**config.mk**
```make
export PLATFORM = sky130hd
export DESIGN_NAME = store_buffer
export DESIGN_NICKNAME = d
export VERILOG_FILES = /design/src/rtl/store_buffer_pkg.sv /design/src/rtl/sb_fwd_match.sv /design/src/rtl/store_buffer.sv
export SDC_FILE = /design/constraint.sdc
export NUM_CORES = 1
export LEC_CHECK = 0
export BUFFER_PORTS_ARGS = -buffer_cell sky130_fd_sc_hd__buf_2
export CORE_AREA = 4 4 180 182
export CTS_CLUSTER_DIAMETER = 150
export DETAILED_ROUTE_END_ITERATION = 10
export DIE_AREA = 0 0 184 186
export PLACE_DENSITY = 0.82
export SLEW_MARGIN = 10
export SYNTH_ARGS = -nofsm -noshare
export SYNTH_HDL_FRONTEND = slang
export SYNTH_SLANG_ARGS = --single-unit
```
**constraint.sdc**
```tcl
create_clock -name clk -period 18.2 [get_ports clk]
set_input_delay 5.46 -clock clk [delete_from_list [all_inputs] [get_ports clk]]
set_output_delay 5.46 -clock clk [all_outputs]
set_load 0.05 [all_outputs]
```
**src/rtl/store_buffer_pkg.sv**
```systemverilog
// Shared types and constants for the store buffer and the pipeline that hosts it.
package store_buffer_pkg;

  localparam int unsigned SB_DEPTH = 4;
  localparam int unsigned SB_AW    = 32;

  // Entry address is held at SB_AW bits; instantiations keep AW <= SB_AW.
  typedef struct packed {
    logic             valid;
    logic [SB_AW-1:0] addr;
    logic [31:0]      data;
  } sb_entry_t;

endpackage

```
**src/rtl/sb_fwd_match.sv**
```systemverilog
// Youngest-match search over the buffered stores for load forwarding.
module sb_fwd_match
  import store_buffer_pkg::*;
#(
  parameter int unsigned DEPTH = SB_DEPTH,
  parameter int unsigned AW    = SB_AW
) (
  input  sb_entry_t [DEPTH-1:0]    entries,
  input  logic [$clog2(DEPTH)-1:0] head,
  input  logic [$clog2(DEPTH):0]   count,
  input  logic [AW-1:0]            ld_addr,
  output logic                     hit,
  output logic [31:0]              data
);

  localparam int unsigned PW = $clog2(DEPTH);
  localparam logic [SB_AW-1:0] WORD_MASK = ~SB_AW'(3);

  // Walk oldest to youngest so the last match (closest to tail) wins.
  always_comb begin
    hit  = 1'b0;
    data = '0;
    for (int unsigned i = 0; i < DEPTH; i++) begin
      if (((PW+1)'(i) < count) && entries[head + PW'(i)].valid &&
          (((entries[head + PW'(i)].addr ^ SB_AW'(ld_addr)) & WORD_MASK) == '0)) begin
        hit  = 1'b1;
        data = entries[head + PW'(i)].data;
      end
    end
  end

endmodule

```
**src/rtl/store_buffer.sv**
```systemverilog
// Circular FIFO of pending word stores with in-order drain and load forwarding.
module store_buffer
  import store_buffer_pkg::*;
#(
  parameter int unsigned DEPTH = SB_DEPTH,
  parameter int unsigned AW    = SB_AW
) (
  input  logic                   clk,
  input  logic                   rst,
  input  logic                   st_valid,
  output logic                   st_ready,
  input  logic [AW-1:0]          st_addr,
  input  logic [31:0]            st_data,
  input  logic [AW-1:0]          ld_addr,
  output logic                   ld_hit,
  output logic [31:0]            ld_data,
  output logic                   mem_we,
  output logic [AW-1:0]          mem_addr,
  output logic [31:0]            mem_wdata,
  input  logic                   mem_ready,
  output logic [$clog2(DEPTH):0] count
);

  localparam int unsigned PW = $clog2(DEPTH);

  sb_entry_t [DEPTH-1:0] entries;
  logic [PW-1:0]         head;
  logic [PW-1:0]         tail;
  logic                  push;
  logic                  pop;

  assign st_ready  = (count != (PW+1)'(DEPTH));
  assign mem_we    = (count != '0);
  assign mem_addr  = AW'(entries[head].addr);
  assign mem_wdata = entries[head].data;
  assign push      = st_valid && st_ready;
  assign pop       = mem_we && mem_ready;

  always_ff @(posedge clk) begin
    if (rst) begin
      head  <= '0;
      tail  <= '0;
      count <= '0;
      for (int unsigned i = 0; i < DEPTH; i++) begin
        entries[i].valid <= 1'b0;
      end
    end else begin
      // head == tail with both active is impossible: push needs !full, pop needs !empty.
      if (push) begin
        entries[tail] <= '{valid: 1'b1, addr: SB_AW'(st_addr), data: st_data};
        tail          <= tail + 1'b1;
      end
      if (pop) begin
        entries[head].valid <= 1'b0;
        head                <= head + 1'b1;
      end
      case ({push, pop})
        2'b10:   count <= count + 1'b1;
        2'b01:   count <= count - 1'b1;
        default: count <= count;
      endcase
    end
  end

  sb_fwd_match #(
    .DEPTH(DEPTH),
    .AW   (AW)
  ) u_fwd (
    .entries(entries),
    .head   (head),
    .count  (count),
    .ld_addr(ld_addr),
    .hit    (ld_hit),
    .data   (ld_data)
  );

endmodule

```
# --- Word-level counts from Yosys, hierarchy flattened ---
# Index checks and enable logic that the tools add are counted.
totals:
  regBits: 267
  input_bits: 100
  out_inout_bits: 102
  wordCells: 83
op_classes:
  n_addsub: 6
  order_cmp: 11
  eq_ne: 3
  muxes: 26
  n_bitwise: 4
  reduce_logical: 18
ops:
  columns: ["cell", "count"]
  rows:
  - ["2-to-1 mux 260 bit", 3]
  - ["binary-select mux 65 bit (select 2 bit)", 4]
  - ["bitwise mux 260 bit", 2]
  - ["2-to-1 mux 65 bit", 6]
  - ["demux 65 bit (select 2 bit)", 2]
  - ["zero test 32 bit", 4]
  - ["2-to-1 mux 32 bit", 4]
  - ["bitwise XOR 32 bit", 4]
  - ["less-than comparator 2 x 3 -> 1 bit, second input constant", 5]
  - ["logical AND 1 bit", 12]
  - ["less-than comparator 1 x 3 -> 1 bit, first input constant", 2]
  - ["less-than comparator 2 x 3 -> 1 bit, first input constant", 2]
  - ["one-hot mux 3 bit (2 select lines)", 1]
  - ["adder 2 x 1 -> 2 bit, second input constant", 2]
  - ["adder 2 bit, second input constant", 2]
  - [">= comparator 2 x 1 -> 1 bit, second input constant", 2]
  - ["2-to-1 mux 1 bit", 4]
  - ["adder 3 x 1 -> 3 bit, second input constant", 1]
  - ["!= test 3 bit, second input constant", 1]
  - ["nonzero test 3 bit", 1]
  - ["subtractor 3 x 1 -> 3 bit, second input constant", 1]
  - ["== test 2 x 1 -> 1 bit, second input constant", 1]
  - ["== test 2 bit, second input constant", 1]
  - ["nonzero test 2 bit", 1]

# --- Longest topological paths before layout ---
# Gate-level depths: netlist of run 1.
depth:
  ltp_word: 9
  mapped_depth: 24

# --- Modules after synthesis ---
# From an unflattened synthesis of run 1, not the netlist that was laid out.
unflattened:
  cells_unflattened: 1160
  hier_area_um2: 18069.8
modules_own_cells:
  columns: ["mod", "n_inst", "cells_per_inst", "area_each_um2", "seq_area_each_um2"]
  rows:
  - ["store_buffer", 1, 402, 9848.2, 7907.6]
  - ["sb_fwd_match", 1, 758, 8221.6, 0.0]

# --- Worst setup path before layout of run 1 ---
# No wires, ideal clock.
synth_timing:
  path_kind: "input port to output port"
  start: "input port ld_addr[19]"
  end: "output port ld_data[11]"
  arrival_time_ps: 8326
  required_time_ps: 12740
  setup_slack_ps: 4414
  path_stages: 8
  n_path_buf: 1
  cell_sequence: "clkbuf_1 inv_1 a222oi_1 o2111ai_1 or4_1 a2111oi_2 a221oi_1 o21ai_0"
synth_via:
  elab_chain_len: 7
synth_rtl:
  columns: ["item", "line", "source"]
  rows:
  - ["start, declared", "store_buffer.sv:14", "input logic [AW-1:0] ld_addr,"]
  - ["bitwise XOR 32 bit", "sb_fwd_match.sv:25", "(((entries[head + PW'(i)].addr ^ SB_AW'(ld_addr)) & WORD_MASK) == '0)) begin"]
  - ["zero test 32 bit", "sb_fwd_match.sv:25", null]
  - ["logical AND 1 bit", "sb_fwd_match.sv:24", "if (((PW+1)'(i) < count) && entries[head + PW'(i)].valid &&"]
  - ["2-to-1 mux 32 bit (3 in series)", "sb_fwd_match.sv:24", null]
  - ["2-to-1 mux 32 bit *", "sb_fwd_match.sv:24", null]
  - ["end, declared", "store_buffer.sv:16", "output logic [31:0] ld_data,"]
# Every way passes the cells marked *; elsewhere a longest branch is shown, timed or not.

# --- Worst setup path after layout of run 1 ---
layout_timing:
  start: "input port ld_addr[19]"
  end: "output port ld_data[23]"
# Same word-level chain as after synthesis.

==> out/summary.txt, run 1 <==
Clock Power Share: 20.9%
Finished Cell Area: 18590 µm²
status: finished clean
Final Max Slew Viols: 0
Cell Pwr Density: 138.3 nW/µm²
cts hold-fix bufs: 0
routed vias/inst: 6.443
Clk Latency, worst-skew pair: 0.55 ns
Worst path max stage delay: 0.59 ns
FP Rows: 64
Placement Setup Slack: 3.971 ns
Post-Synth Adder-Cell Area: 0.9014%
drt wl/cell: 22.87 µm
worst hold path type: register to register
port bufs: 199
Post-Synth XOR/XNOR Area: 6.257%
total clock sinks: 267
layout cells sized above 1: 30.39%
clock slew at reported path FFs: 0.06 ns
total number of vias: 11790
# H-tree levels: 1
sw frac: 41.19%
max-cap violations: 0
Yosys cell types: 52
Net Sw Power: 0.001059 W
slowest cell on the critical path: buf_4
area share of the largest cell type after synthesis: 46.15%
Compound-Gate Fraction of Synth Area: 9.119%
cell chain of the critical path: buf_2 > inv_1 > a222oi_1 > o22ai_1 > or4b_4 > a2111oi_4 > buf_4 > mux2i_1 > o221ai_1 > o21a_1 > buf_2
DP HPWL: 27910 µm
Worst EP required: 12.74 ns
CP endpoint kind: output port
Max FO, Critical Path: 30
post-cts repair resize count: 0
final hold vios: 0
Synthesis Warnings: 0
iteration-0 DRC count of the detailed router: 1235
Initial Utilization: 54.45%
Post-Syn Nets: 1380
Cell Area, Synth: 16660 µm²
cts bufs inserted: 29
Post-synth top cells: edfxtp_1 (256), mux2i_1 (136), nor2_1 (105)
first-pass GRT wire length: 63590 µm
overall power: 0.002570 W
P_int: 0.001512 W
Tot GR Track Use: 23.65%
Relative slew margins: 21.53%
Die Wd: 184 µm
final worst path period need: 14.30 ns
1st-pass router iterations: 7
I/O Pins: 202
Syn Area/Cell: 13.14 µm²
Core Area: 30590 µm²
critical setup path kind: primary input to output port
vias in the first global route: 11580
area grow syn2layout: 11.62%
Overflow after GRT: 0
Post CTS Setup Buffer Count: 0
post-synth top area cell: edfxtp_1
Post-synth top flop: edfxtp_1
utilization after layout: 60.78%
mux cell area share after synthesis: 27.01%
maximum number of pins on one net before global-route repair: 133
Synth area leaders: edfxtp_1 (46%), mux4_2 (14%), mux2i_1 (8.2%)
gpl congestion: 0.9107
most frequent cell after synthesis: edfxtp_1
peak supply drop: 0.1011 mV
initial antenna violation count: 16
dpl cell area: 17720 µm²
combinational power share: 49.6%
fin nets: 1516
post-synthesis simple-gate area fraction: 5.543%
P_leak: 6.210 nW
largest family of logic cells by synthesized area: multiplexers
total wire length: 41850 µm
Worst Tran Pin Value: 1.177 ns
die height: 186 µm
Post-synth EDFFs: 256
Clock Skew: 0.008182 ns
Die Area: 34220 µm²
Critical Path AT: 8.84 ns
CP most frequent cell: buf_2
CTS tree: built
CP startpoint kind: primary input
Sum Neg Setup Slack: 0 ns
# DRC: 0
final-report setup violation count: 0
sequential area share after synthesis: 47.47%
Post-Synthesis Cells: 1268
RSZ-0062 raised after global routing: no
period utilisation layout: 78.56%
Detail Route Antenna Nets: 0
CTS root buffer: clkbuf_16
synthesis-stage register bit count: 267
Async SR Flop Fraction: 0%
Max Clock Freq: 0.06994 GHz
final worst slack: 3.902 ns
Seq pwr share: 29.5%
clk buf depth: 3
[cells in the final DEF, fill, tap and decap left out, types with 7 or more instances in the layout]
cell / count
nor2_1: 105
o221ai_1: 32
mux4_2: 103
mux2i_1: 136
a21oi_1: 98
nor4_1: 11
o21ai_0: 42
clkbuf_16: 29
edfxtp_1: 256
nand4_1: 22
diode_2: 9
xnor2_1: 82
buf_2: 199
ha_1: 11
nand2_1: 35
dfxtp_1: 9
buf_4: 11
inv_1: 13
mux2_2: 70
o21a_1: 30
xor2_1: 37
a211oi_1: 7
clkbuf_1: 14
[layer usage]
metal	global-route usage, %	vias to the layer above	part of all wire [%]
met1	30.60	5770	38
met5	0	-	0.22
met2	38.82	637	48
li1	-	5250	-
met4	9.820	14	4.0
met3	5.413	120	9.9
[cells by family after synthesis]
kind of cell / count (synthesis)
xor gates and xnor gates: 119
AOI/OAI and AO/OA: 236
DFF: 267
adders and majority gates: 12
and+or+nand+nor: 203
buffers and inverters: 120
muxes: 311
[power by group through the flow]
stage | Clock (W) | Combinational, W | Sequential (W)
3_3_place_gp | 0 | 0.00123 | 0.000767
5_1_grt | 0.000570 | 0.00136 | 0.000763
4_1_cts | 0.000543 | 0.00127 | 0.000758
6_report | 0.000537 | 0.00128 | 0.000758
2_1_floorplan | 0 | 0.00106 | 0.000744
3_5_place_dp | 0 | 0.00126 | 0.000770
[area by class of cell]
type / instances / area (µm²)
antenna: 9 / 22.52
clock buffer: 43 / 778.2
clock inverter: 9 / 71.32
fill: 2365 / 12000
inverter: 14 / 52.55
multi-input combinational: 881 / 8159
sequential: 267 / 7915
tap: 396 / 495.5
timing repair buffer: 211 / 1099
[worst max-delay path: cells and delay by family]
kind                   cells  cell delay [ns]
AOI/OAI and AO/OA          5             1.47
buffers and inverters      4             1.15
muxes                      1             0.17
and+or+nand+nor            1             0.53
[metrics by stage]
step | hold slack (ns) | instances
floorplan | 0.4692 | 1268
global placement | 0.4916 | 1769
detailed placement | 0.4965 | 1769
CTS | 0.5059 | 1821
global route | 0.5451 | 1830
finish | 0.5072 | 1830
[final timing paths]
path / start / end / slack [ns] / depth (start not counted)
setup / recovery: ld_addr[19] / ld_data[23] / 3.90 / 11
hold / removal: tail[1] / tail[1] / 0.51 / 2
setup reg to reg: head[0] / head[1] / 14.81 / 5
hold reg to reg: tail[1] / tail[1] / 0.51 / 2
Power figures use the tool's default switching activity.
==> inputs of run 2 (changes only) <==
ABC_AREA = 1   (was default)
CORE_AREA = 4 4 186 188   (was 4 4 180 182)
DIE_AREA = 0 0 190 192   (was 0 0 184 186)
clock period = 13.29 ns   (was 18.2 ns; I/O delays follow)
==> run 2 against run 1 <==
Global-route usage grew 5.4 points. Via count grew 46%. Worst hold slack gained 0.0049 ns. Sequential share of layout area shrank 3.0 points. Critical path depth grew 2. Clock power grew 48%. Total power grew 53%. Clock-buffer cell count shrank 2. Core utilization shrank 0.45 points. Final cell count grew 63%.
==> out/summary.txt, run 2 <==
status: finished clean
Die Area: 36480 µm²
iteration-0 DRC count of the detailed router: 2151
Max FO, Critical Path: 42
final-report setup violation count: 0
Post-Synth Adder-Cell Area: 0.8337%
sw frac: 49.57%
Clk Latency, worst-skew pair: 0.58 ns
WP buf/inv: 4
port bufs: 199
Post-Synthesis Cells: 2382
vias in the first global route: 16120
Yosys cell types: 37
Core Area: 33110 µm²
most frequent cell after synthesis: nand2_1
Die Wd: 190 µm
Post-synth top cells: nand2_1 (969), nand3_1 (326), edfxtp_1 (256)
Synthesis Warnings: 0
peak supply drop: 0.1341 mV
Syn Area/Cell: 7.560 µm²
Clock Power Share: 20.2%
total wire length: 54840 µm
Net Sw Power: 0.001945 W
Cell Pwr Density: 196.4 nW/µm²
Final Max Slew Viols: 0
gpl congestion: 0.9648
post-synth top area cell: edfxtp_1
Overflow after GRT: 0
Relative slew margins: 18.27%
overall power: 0.003923 W
Post-Synth XOR/XNOR Area: 1.021%
worst hold path type: register to register
Detail Route Antenna Nets: 0
synthesis-stage register bit count: 267
cts hold-fix bufs: 0
Worst Tran Pin Value: 1.226 ns
Worst path max stage delay: 0.84 ns
CP startpoint kind: primary input
# DRC: 0
sequential area share after synthesis: 43.91%
DP HPWL: 36770 µm
largest family of logic cells by synthesized area: simple AND/OR/NAND/NOR gates
most common cell after layout, fill and taps aside: nand2_1
routed vias/inst: 5.792
fin nets: 2612
hold depth: 2
Compound-Gate Fraction of Synth Area: 7.386%
Max Clock Freq: 0.09177 GHz
FP Rows: 67
worst r2r path cells: 5
Post-synth EDFFs: 256
1st-pass router iterations: 8
CP top delay family: simple AND/OR/NAND/NOR gates
Post-Syn Nets: 2494
Cell Area, Synth: 18010 µm²
placed cells: 2917
area grow syn2layout: 10.94%
total number of vias: 17240
cell chain of the critical path: buf_2 > inv_1 > nand3_1 > o2111ai_1 > nor2_1 > nand2_1 > nor2_1 > nand2_1 > nor2_4 > buf_4 > o211ai_1 > nand2_1 > buf_2
combinational power share: 54.0%
clk buf depth: 3
CP most frequent cell: nand2_1
CP endpoint kind: output port
utilization after layout: 60.33%
period utilisation layout: 81.99%
P_leak: 9.144 nW
Synth area leaders: edfxtp_1 (43%), nand2_1 (20%), nand3_1 (9.1%)
P_int: 0.001978 W
total clock sinks: 267
Initial Utilization: 54.39%
Sum Neg Setup Slack: 0 ns
layout cells sized above 1: 11.41%
RSZ-0062 raised after global routing: no
Critical Path AT: 6.91 ns
die height: 192 µm
post-cts repair resize count: 0
Finished Layout Cells: 2976
Worst EP required: 9.30 ns
CTS root buffer: clkbuf_16
CTS tree: built
final hold vios: 0
Seq pwr share: 25.7%
Tot GR Track Use: 29.01%
first-pass GRT wire length: 84390 µm
most frequent cells in the layout: nand2_1 (969), nand3_1 (326), edfxtp_1 (256)
critical setup path kind: primary input to output port
I/O Pins: 202
final worst path period need: 10.90 ns
mux cell area share after synthesis: 7.115%
Post CTS Setup Buffer Count: 0
# H-tree levels: 1
cts bufs inserted: 29
maximum number of pins on one net before global-route repair: 225
clock slew at reported path FFs: 0.06 ns
Async SR Flop Fraction: 0%
slowest cell on the critical path: nor2_4
Clock Skew: 0.01587 ns
initial antenna violation count: 9
area share of the largest cell type after synthesis: 42.69%
Hold WS: 0.5121 ns
CP Depth: 13
drt wl/cell: 18.43 µm
post-synthesis simple-gate area fraction: 31.92%
max-cap violations: 0
Post-synth top flop: edfxtp_1
run 2: cell types whose count changed in the layout (fill, tap and decap cells not counted), sizes merged, moves of 72 or more:
cell and change:
inv +160, mux2 -72, mux4 -103, nand2 +934, nand3 +322, o21ai +92
xnor2 -82
run 2: cell families after synthesis:
logic type,after synthesis
compound gates,237
xor+xnor,21
fa+ha+maj,12
buf+inv,306
flops,267
mux,128
simple gates,1411
run 2: final timing paths:
| check | start | to | slack (ns) |
|---|---|---|---|
| setup / recovery | ld_addr[31] | ld_data[28] | 2.39 |
| hold reg to reg | entries[259] | entries[259] | 0.51 |
| setup reg to reg | head[0] | head[1] | 9.54 |
| hold / removal | entries[259] | entries[259] | 0.51 |
run 2: metal layers:
layer	up-vias	track usage (%)	wire length, µm
li1	8182	-	-
met1	7938	38.66	21810
met2	932	47.93	25340
met3	175	4.235	5343
met4	10	11.71	2298
met5	-	0	44
run 2: worst min-delay path: stages (launching register included):
cell and delay (ns):
dfxtp_1 0.31, inv_1 0.08, a221oi_1 0.07
run 2: layout make-up:
cell class,instances,area (µm²)
repair buffers,215,1129
clock inverters,13,111.4
clock buffers,41,830.8
well taps,448,560.5
flip-flops and latches,267,7913
inverters,178,678.2
fillers,2861,13140
multi-input cells,1809,8743
diodes,5,12.51
run 2: metrics by stage:
stage	instance area (µm²)	setup slack [ns]
after floorplan	18010	3.760
after global placement	19020	2.518
after detailed placement	19020	2.500
after CTS	19970	2.498
after global routing	19980	2.207
final	19980	2.393
run 2: power by group through the flow:
stage	Combinational [W]	Sequential, W	Clock (W)
2_1_floorplan	0.00162	0.00102	0
3_3_place_gp	0.00202	0.00102	0
3_5_place_dp	0.00208	0.00103	0
4_1_cts	0.00209	0.00101	0.000800
5_1_grt	0.00232	0.00101	0.000835
6_report	0.00212	0.00101	0.000793
